`src/rtl/bridge_pkg.sv`:
```
// Shared types and packet field layout for the UART-to-bus command sequencer.
// Packet layout is {mode, data[7:0], addr[11:0]}; mode 1 = write, 0 = read.
package bridge_pkg;

    localparam int PKT_W    = 21;
    localparam int MODE_BIT = 20;
    localparam int DATA_MSB = 19;
    localparam int DATA_LSB = 12;
    localparam int ADDR_MSB = 11;
    localparam int ADDR_LSB = 0;

    localparam logic MODE_WR = 1'b1;
    localparam logic MODE_RD = 1'b0;

    localparam logic [7:0] TIMEOUT_RDATA = 8'hFF;

    typedef enum logic [1:0] {
        IDLE,
        REQ,
        XFER,
        RESP
    } seq_state_e;

    function automatic logic pkt_is_write(input logic [PKT_W-1:0] pkt);
        return pkt[MODE_BIT] == MODE_WR;
    endfunction

endpackage

```
`src/rtl/bridge_cmd_fifo.sv`:
```
// Synchronous command FIFO with registered full/empty flags.
// A push into an empty FIFO becomes visible to the reader one cycle later.
module bridge_cmd_fifo #(
    parameter int WIDTH = 21,
    parameter int DEPTH = 4
) (
    input  logic             clk,
    input  logic             rstn,
    input  logic             push,
    input  logic             pop,
    input  logic [WIDTH-1:0] wdata,
    output logic [WIDTH-1:0] rdata,
    output logic             full,
    output logic             empty
);

    localparam int PTR_W = $clog2(DEPTH);
    localparam int CNT_W = PTR_W + 1;

    logic [WIDTH-1:0] mem [DEPTH];

    logic [PTR_W-1:0] wr_ptr_q, wr_ptr_d;
    logic [PTR_W-1:0] rd_ptr_q, rd_ptr_d;
    logic [CNT_W-1:0] count_q, count_d;
    logic             full_q, full_d;
    logic             empty_q, empty_d;
    logic             do_push, do_pop;

    assign do_push = push && !full_q;
    assign do_pop  = pop && !empty_q;

    // DEPTH is a power of two, so pointers wrap by natural overflow.
    always_comb begin
        wr_ptr_d = wr_ptr_q + PTR_W'(do_push);
        rd_ptr_d = rd_ptr_q + PTR_W'(do_pop);
        count_d  = count_q + CNT_W'(do_push) - CNT_W'(do_pop);
        full_d   = (count_d == CNT_W'(DEPTH));
        empty_d  = (count_d == '0);
    end

    always_ff @(posedge clk) begin
        if (!rstn) begin
            wr_ptr_q <= '0;
            rd_ptr_q <= '0;
            count_q  <= '0;
            full_q   <= 1'b0;
            empty_q  <= 1'b1;
        end else begin
            wr_ptr_q <= wr_ptr_d;
            rd_ptr_q <= rd_ptr_d;
            count_q  <= count_d;
            full_q   <= full_d;
            empty_q  <= empty_d;
        end
    end

    always_ff @(posedge clk) begin
        if (do_push) begin
            mem[wr_ptr_q] <= wdata;
        end
    end

    assign rdata = mem[rd_ptr_q];
    assign full  = full_q;
    assign empty = empty_q;

endmodule

```
`src/rtl/bridge_cmd_sequencer.sv`:
```
// Issues buffered UART command packets over the bridge req/grant/ack bus and returns read bytes.
// Optional bus timeout abort is enabled by defining BRIDGE_SEQ_BUS_TIMEOUT_EN.
module bridge_cmd_sequencer
    import bridge_pkg::*;
#(
    parameter int FIFO_DEPTH     = 4,
    parameter int ADDR_W         = 12,
    parameter int DATA_W         = 8,
    parameter int TIMEOUT_CYCLES = 1024
) (
    input  logic                     clk,
    input  logic                     rstn,
    input  logic                     pkt_valid,
    output logic                     pkt_ready,
    input  logic [DATA_W+ADDR_W:0]   pkt_data,
    output logic                     mst_req,
    input  logic                     mst_grant,
    output logic                     mst_mode,
    output logic [ADDR_W-1:0]        mst_addr,
    output logic [DATA_W-1:0]        mst_wdata,
    input  logic                     mst_ack,
    input  logic [DATA_W-1:0]        mst_rdata,
    output logic                     tx_valid,
    output logic [DATA_W-1:0]        tx_data,
    input  logic                     tx_ready,
    output logic                     busy,
    output logic                     err
);

    logic             fifo_pop;
    logic             fifo_full;
    logic             fifo_empty;
    logic [PKT_W-1:0] fifo_rdata;

    seq_state_e        state_q, state_d;
    logic [PKT_W-1:0]  cmd_q, cmd_d;
    logic [DATA_W-1:0] tx_data_q, tx_data_d;

    bridge_cmd_fifo #(
        .WIDTH (PKT_W),
        .DEPTH (FIFO_DEPTH)
    ) u_fifo (
        .clk   (clk),
        .rstn  (rstn),
        .push  (pkt_valid && pkt_ready),
        .pop   (fifo_pop),
        .wdata (pkt_data),
        .rdata (fifo_rdata),
        .full  (fifo_full),
        .empty (fifo_empty)
    );

`ifdef BRIDGE_SEQ_BUS_TIMEOUT_EN
    localparam int TMR_W = $clog2(TIMEOUT_CYCLES) + 1;

    logic [TMR_W-1:0] tmr_q, tmr_d;
    logic             err_q, err_d;
    logic             timeout_hit;

    assign timeout_hit = (tmr_q == TMR_W'(TIMEOUT_CYCLES - 1));
`endif

    always_comb begin
        state_d   = state_q;
        cmd_d     = cmd_q;
        tx_data_d = tx_data_q;
        fifo_pop  = 1'b0;
`ifdef BRIDGE_SEQ_BUS_TIMEOUT_EN
        tmr_d     = tmr_q;
        err_d     = 1'b0;
`endif

        case (state_q)
            IDLE: begin
                if (!fifo_empty) begin
                    fifo_pop = 1'b1;
                    cmd_d    = fifo_rdata;
                    state_d  = REQ;
`ifdef BRIDGE_SEQ_BUS_TIMEOUT_EN
                    tmr_d    = '0;
`endif
                end
            end
            REQ: begin
                if (mst_grant) begin
                    state_d = XFER;
                end
            end
            XFER: begin
                if (mst_ack) begin
                    if (pkt_is_write(cmd_q)) begin
                        state_d = IDLE;
                    end else begin
                        tx_data_d = mst_rdata;
                        state_d   = RESP;
                    end
                end
            end
            RESP: begin
                if (tx_ready) begin
                    state_d = IDLE;
                end
            end
            default: state_d = IDLE;
        endcase

`ifdef BRIDGE_SEQ_BUS_TIMEOUT_EN
        // An ack arriving in the final cycle still wins over the abort.
        if (state_q == REQ || state_q == XFER) begin
            tmr_d = tmr_q + TMR_W'(1);
            if (timeout_hit && !(state_q == XFER && mst_ack)) begin
                err_d = 1'b1;
                if (pkt_is_write(cmd_q)) begin
                    state_d = IDLE;
                end else begin
                    tx_data_d = DATA_W'(TIMEOUT_RDATA);
                    state_d   = RESP;
                end
            end
        end
`endif
    end

    always_ff @(posedge clk) begin
        if (!rstn) begin
            state_q   <= IDLE;
            cmd_q     <= '0;
            tx_data_q <= '0;
`ifdef BRIDGE_SEQ_BUS_TIMEOUT_EN
            tmr_q     <= '0;
            err_q     <= 1'b0;
`endif
        end else begin
            state_q   <= state_d;
            cmd_q     <= cmd_d;
            tx_data_q <= tx_data_d;
`ifdef BRIDGE_SEQ_BUS_TIMEOUT_EN
            tmr_q     <= tmr_d;
            err_q     <= err_d;
`endif
        end
    end

    assign pkt_ready = !fifo_full;
    assign mst_req   = (state_q == REQ) || (state_q == XFER);
    assign mst_mode  = cmd_q[MODE_BIT];
    assign mst_addr  = cmd_q[ADDR_MSB:ADDR_LSB];
    assign mst_wdata = cmd_q[DATA_MSB:DATA_LSB];
    assign tx_valid  = (state_q == RESP);
    assign tx_data   = tx_data_q;
    assign busy      = (state_q != IDLE) || !fifo_empty;

`ifdef BRIDGE_SEQ_BUS_TIMEOUT_EN
    assign err = err_q;
`else
    assign err = 1'b0;
`endif

endmodule
```
`config.mk`:
```
export PLATFORM = sky130hd
export DESIGN_NAME = bridge_cmd_sequencer
export DESIGN_NICKNAME = d
export VERILOG_FILES = /design/src/rtl/bridge_pkg.sv /design/src/rtl/bridge_cmd_fifo.sv /design/src/rtl/bridge_cmd_sequencer.sv
export SDC_FILE = /design/constraint.sdc
export NUM_CORES = 1
export LEC_CHECK = 0
export BUFFER_PORTS_ARGS = -buffer_cell sky130_fd_sc_hd__buf_2
export CELL_PAD_IN_SITES_DETAIL_PLACEMENT = 1
export CELL_PAD_IN_SITES_GLOBAL_PLACEMENT = 1
export CORE_ASPECT_RATIO = 0.8
export CORE_UTILIZATION = 40
export CTS_CLUSTER_DIAMETER = 150
export DETAILED_ROUTE_END_ITERATION = 6
export GPL_TIMING_DRIVEN = 0
export PLACE_DENSITY_LB_ADDON = 0.12
export SYNTH_ARGS = -nofsm -noshare
export SYNTH_HDL_FRONTEND = slang
export SYNTH_SLANG_ARGS = --single-unit
```
`constraint.sdc`:
```
create_clock -name clk -period 3.7 [get_ports clk]
set_input_delay 0 -clock clk [delete_from_list [all_inputs] [get_ports clk]]
set_output_delay 0 -clock clk [all_outputs]
set_load 0.02 [all_outputs]
```
==> summary.md <==
| Metric | Value |
|---|---|
| Drt wl/cell | `roughly 17 um` |
| Int Power | `~3.2 mW` |
| Fraction of layout cells with a size suffix above 1 | `0.3359` |
| Yosys top cell by area | `edfxtp_1` |
| First-pass GRT wire length | `roughly 15 mm` |
| Final period utilization | `0.6894` |
| Status | `complete, no violations` |
| Mapped Avg Cell Area | `17.89 sq um` |
| Routed Antenna Nets | `0` |
| Finished Layout Cells | `537` |
| Post-synthesis async set-or-reset flop share | `0` |
| Drt first pass iters | `4` |
| Post-synth EDFFs | `84` |
| Die area | `between 0.01 and 0.015 sq mm` |
| Placed cell area | `0.005102 sq mm` |
| Root Driver | `clkbuf_16` |
| Antenna diodes | `0` |
| WL final | `between 9 and 10 mm` |
| Total grt overflow | `0` |
| Largest cells by area after synthesis | `edfxtp_1 56%, dfxtp_1 18%, mux4_2 9.9%` |
| Mapped Area | `0.004543 sq mm` |
| Syn Inst Count | `~250` |
| Comb pwr share | `0.228` |
| Hold path cells | `4` |
| Most frequent cells after synthesis | `84 x edfxtp_1, 40 x dfxtp_1, 21 x a22o_1` |
| H-tree depth | `4` |
| Fill cells | `a little over 1000` |
| Vias in the first global route | `around 2900` |
| Crit-path max FO | `5` |
| RSZ-0062 raised after global routing | `no` |
| Setup_tns | `0 ns` |
| Clk_lat worst skew | `just over 0.4 ns` |
| Post_cts resized | `0` |
| Post-route DRC | `0` |
| TritonCTS Buffers | `17` |
| Peak supply drop | `around 370 uV` |
| Worst slew margin | `0.2167` |
| DP Worst Slack | `around 1.1 ns` |
| Initial antenna violation count | `0` |
| Setup violators final | `0` |
| Die height | `slightly below 100 um` |
| # rows | `34` |
| GP Congestion | `roughly 0.71` |
| PD cells | `between 700 and 800 mW/mm^2` |
| Most common cell in the netlist | `edfxtp_1` |
| Worst Hold Class | `in2reg` |
| Post-synth top flop | `edfxtp_1` |
| Final setup margin | `1.149 ns` |
| Clock-pin slew on the worst setup and hold paths | `~0.050 ns` |
| WP data required | `~4.0 ns` |
| Clock sink total | `roughly 120` |
| # nets final | `around 430` |
| #FFs+latches synth | `roughly 120` |
| Clk network pwr share | `0.367` |
| Layout area overhead | `33.93%` |
| Sequential Power Share | `0.405` |
| Leakage Power | `~2.3 nW` |
| Setup bufs post-CTS | `0` |
| Core Box Area | `between 0.01 and 0.015 sq mm` |
| CP Class | `reg2reg` |
| Post-CTS Hold Fix Bufs | `38` |
| CP arrival | `approximately 2.9 ns` |
| Worst reg2reg path depth | `11` |
| Total Routing Usage GR | `0.1766` |
| Post-route cell area | `0.006085 sq mm` |
| Number of library cell types mapped by synthesis | `31` |
| Placed cell count | `467` |
| Top cell type's share of synthesized area | `0.5552` |
| Chip width | `121.2 um` |
| DPL Wire Length | `between 5 and 6 mm` |
| Sequential share of the synthesized area | `0.7315` |
| Fin util | `0.5544` |
| Buffers on Ports | `66` |
| Total power | `approximately 4.4 mW` |
| Synth warnings | `0` |
| Drt via density | `around 4.9` |
| Slew Limit Fails | `0` |
| Fin. Hold Viols | `0` |
| Min cycle time layout | `2.551 ns` |
| Clk buf depth | `2` |
| Via count | `2633` |
| Largest net degree at the start of global routing | `22` |
| F_max | `between 300 and 400 MHz` |
| Hold Slack | `approximately 0.12 ns` |
| Worst Clk Skew | `~0.012 ns` |
| Psw | `between 1 and 1.5 mW` |
| Initial core utilization | `0.4139` |
| Net Count, Synth | `~300` |
| CTS tree | `yes` |
| IO Pins | `69` |
| Slew @ Worst Pin | `1.175 ns` |
| Startpoint Class | `flop` |
| CP endpoint kind | `flop` |
| Max-cap viol count | `0` |
| Drt initial violations | `101` |
| Switching share of total power | `0.2743` |
power groups by stage:
stage	Clock [mW]	Sequential, mW	Combinational (mW)
floorplan	0	1.90	0.572
global placement	0	1.81	0.953
detailed placement	0	1.81	0.987
CTS	1.65	1.79	1.03
global route	1.70	1.81	1.10
finish	1.62	1.78	1.00
cells in the final DEF, fill, tap and decap left out, types with 8 or more instances in the layout:
master         Yosys  final
a21oi_1            8      8
a22o_1            21     21
buf_2              8     74
clkbuf_16          0     19
dfxtp_1           40     40
dlygate4sd3_1      0     38
edfxtp_1          84     84
ha_1               9      9
inv_1              8      8
mux4_2            20     20
nand2_1           11     11
nand3_1            8      8
kinds of logic after synthesis:
group | after synthesis | synth area share
flip-flops | 124 | 0.7315
multiplexers | 21 | 0.1049
other | 1 | 0.0008254
AO/OA/AOI/OAI | 33 | 0.05619
adder cells (fa/ha/maj) | 10 | 0.02919
AND/OR/NAND/NOR | 41 | 0.04682
buffers and inverters | 20 | 0.02286
XOR/XNOR | 4 | 0.007713
metal layers:
layer / vias up / track usage / routed length [um]
li1: 1236 / - / -
met5: - / 0 / 0
met3: 15 / 0.05047 / 414
met2: 69 / 0.2923 / 4584
met1: 1313 / 0.2123 / 4166
met4: 0 / 0.08262 / 150
path summary, 6_finish.rpt:
path               from  slack, ns          end
max          state_q[1]       1.15  u_fifo.full
min           mst_grant       0.12   state_q[1]
max reg2reg  state_q[1]       1.15  u_fifo.full
min reg2reg  tx_data[7]       0.46   tx_data[7]
cell type report:
cell class | instances | area [sq um] | area share
flip-flops and latches | 124 | 3323 | 0.5462
multi-input cells | 110 | 1124 | 0.1847
repair buffers | 107 | 752.0 | 0.1236
clock buffers | 28 | 579.3 | 0.09521
well taps | 144 | 180.2 | 0.02961
plain buffers | 12 | 73.82 | 0.01213
inverters | 8 | 30.03 | 0.004935
clock inverters | 4 | 22.52 | 0.003701
state kept, by name, indices dropped and copies added, names as in the netlist:
name             flops
cmd_q               21
state_q              2
tx_data              8
u_fifo.count_q       3
u_fifo.empty         1
u_fifo.full          1
u_fifo.mem          84
u_fifo.rd_ptr_q      2
u_fifo.wr_ptr_q      2
critical path, stage by stage (launching register included):
cell and delay, ns:
dfxtp_1 0.40, inv_1 0.11, ha_1 0.20, nor2b_1 0.17
ha_1 0.28, inv_1 0.04, ha_1 0.20, fa_1 0.39
xor2_1 0.17, xnor2_1 0.17, and2_1 0.18, nor3b_1 0.17
No activity file was read; power rests on OpenSTA's default activity.
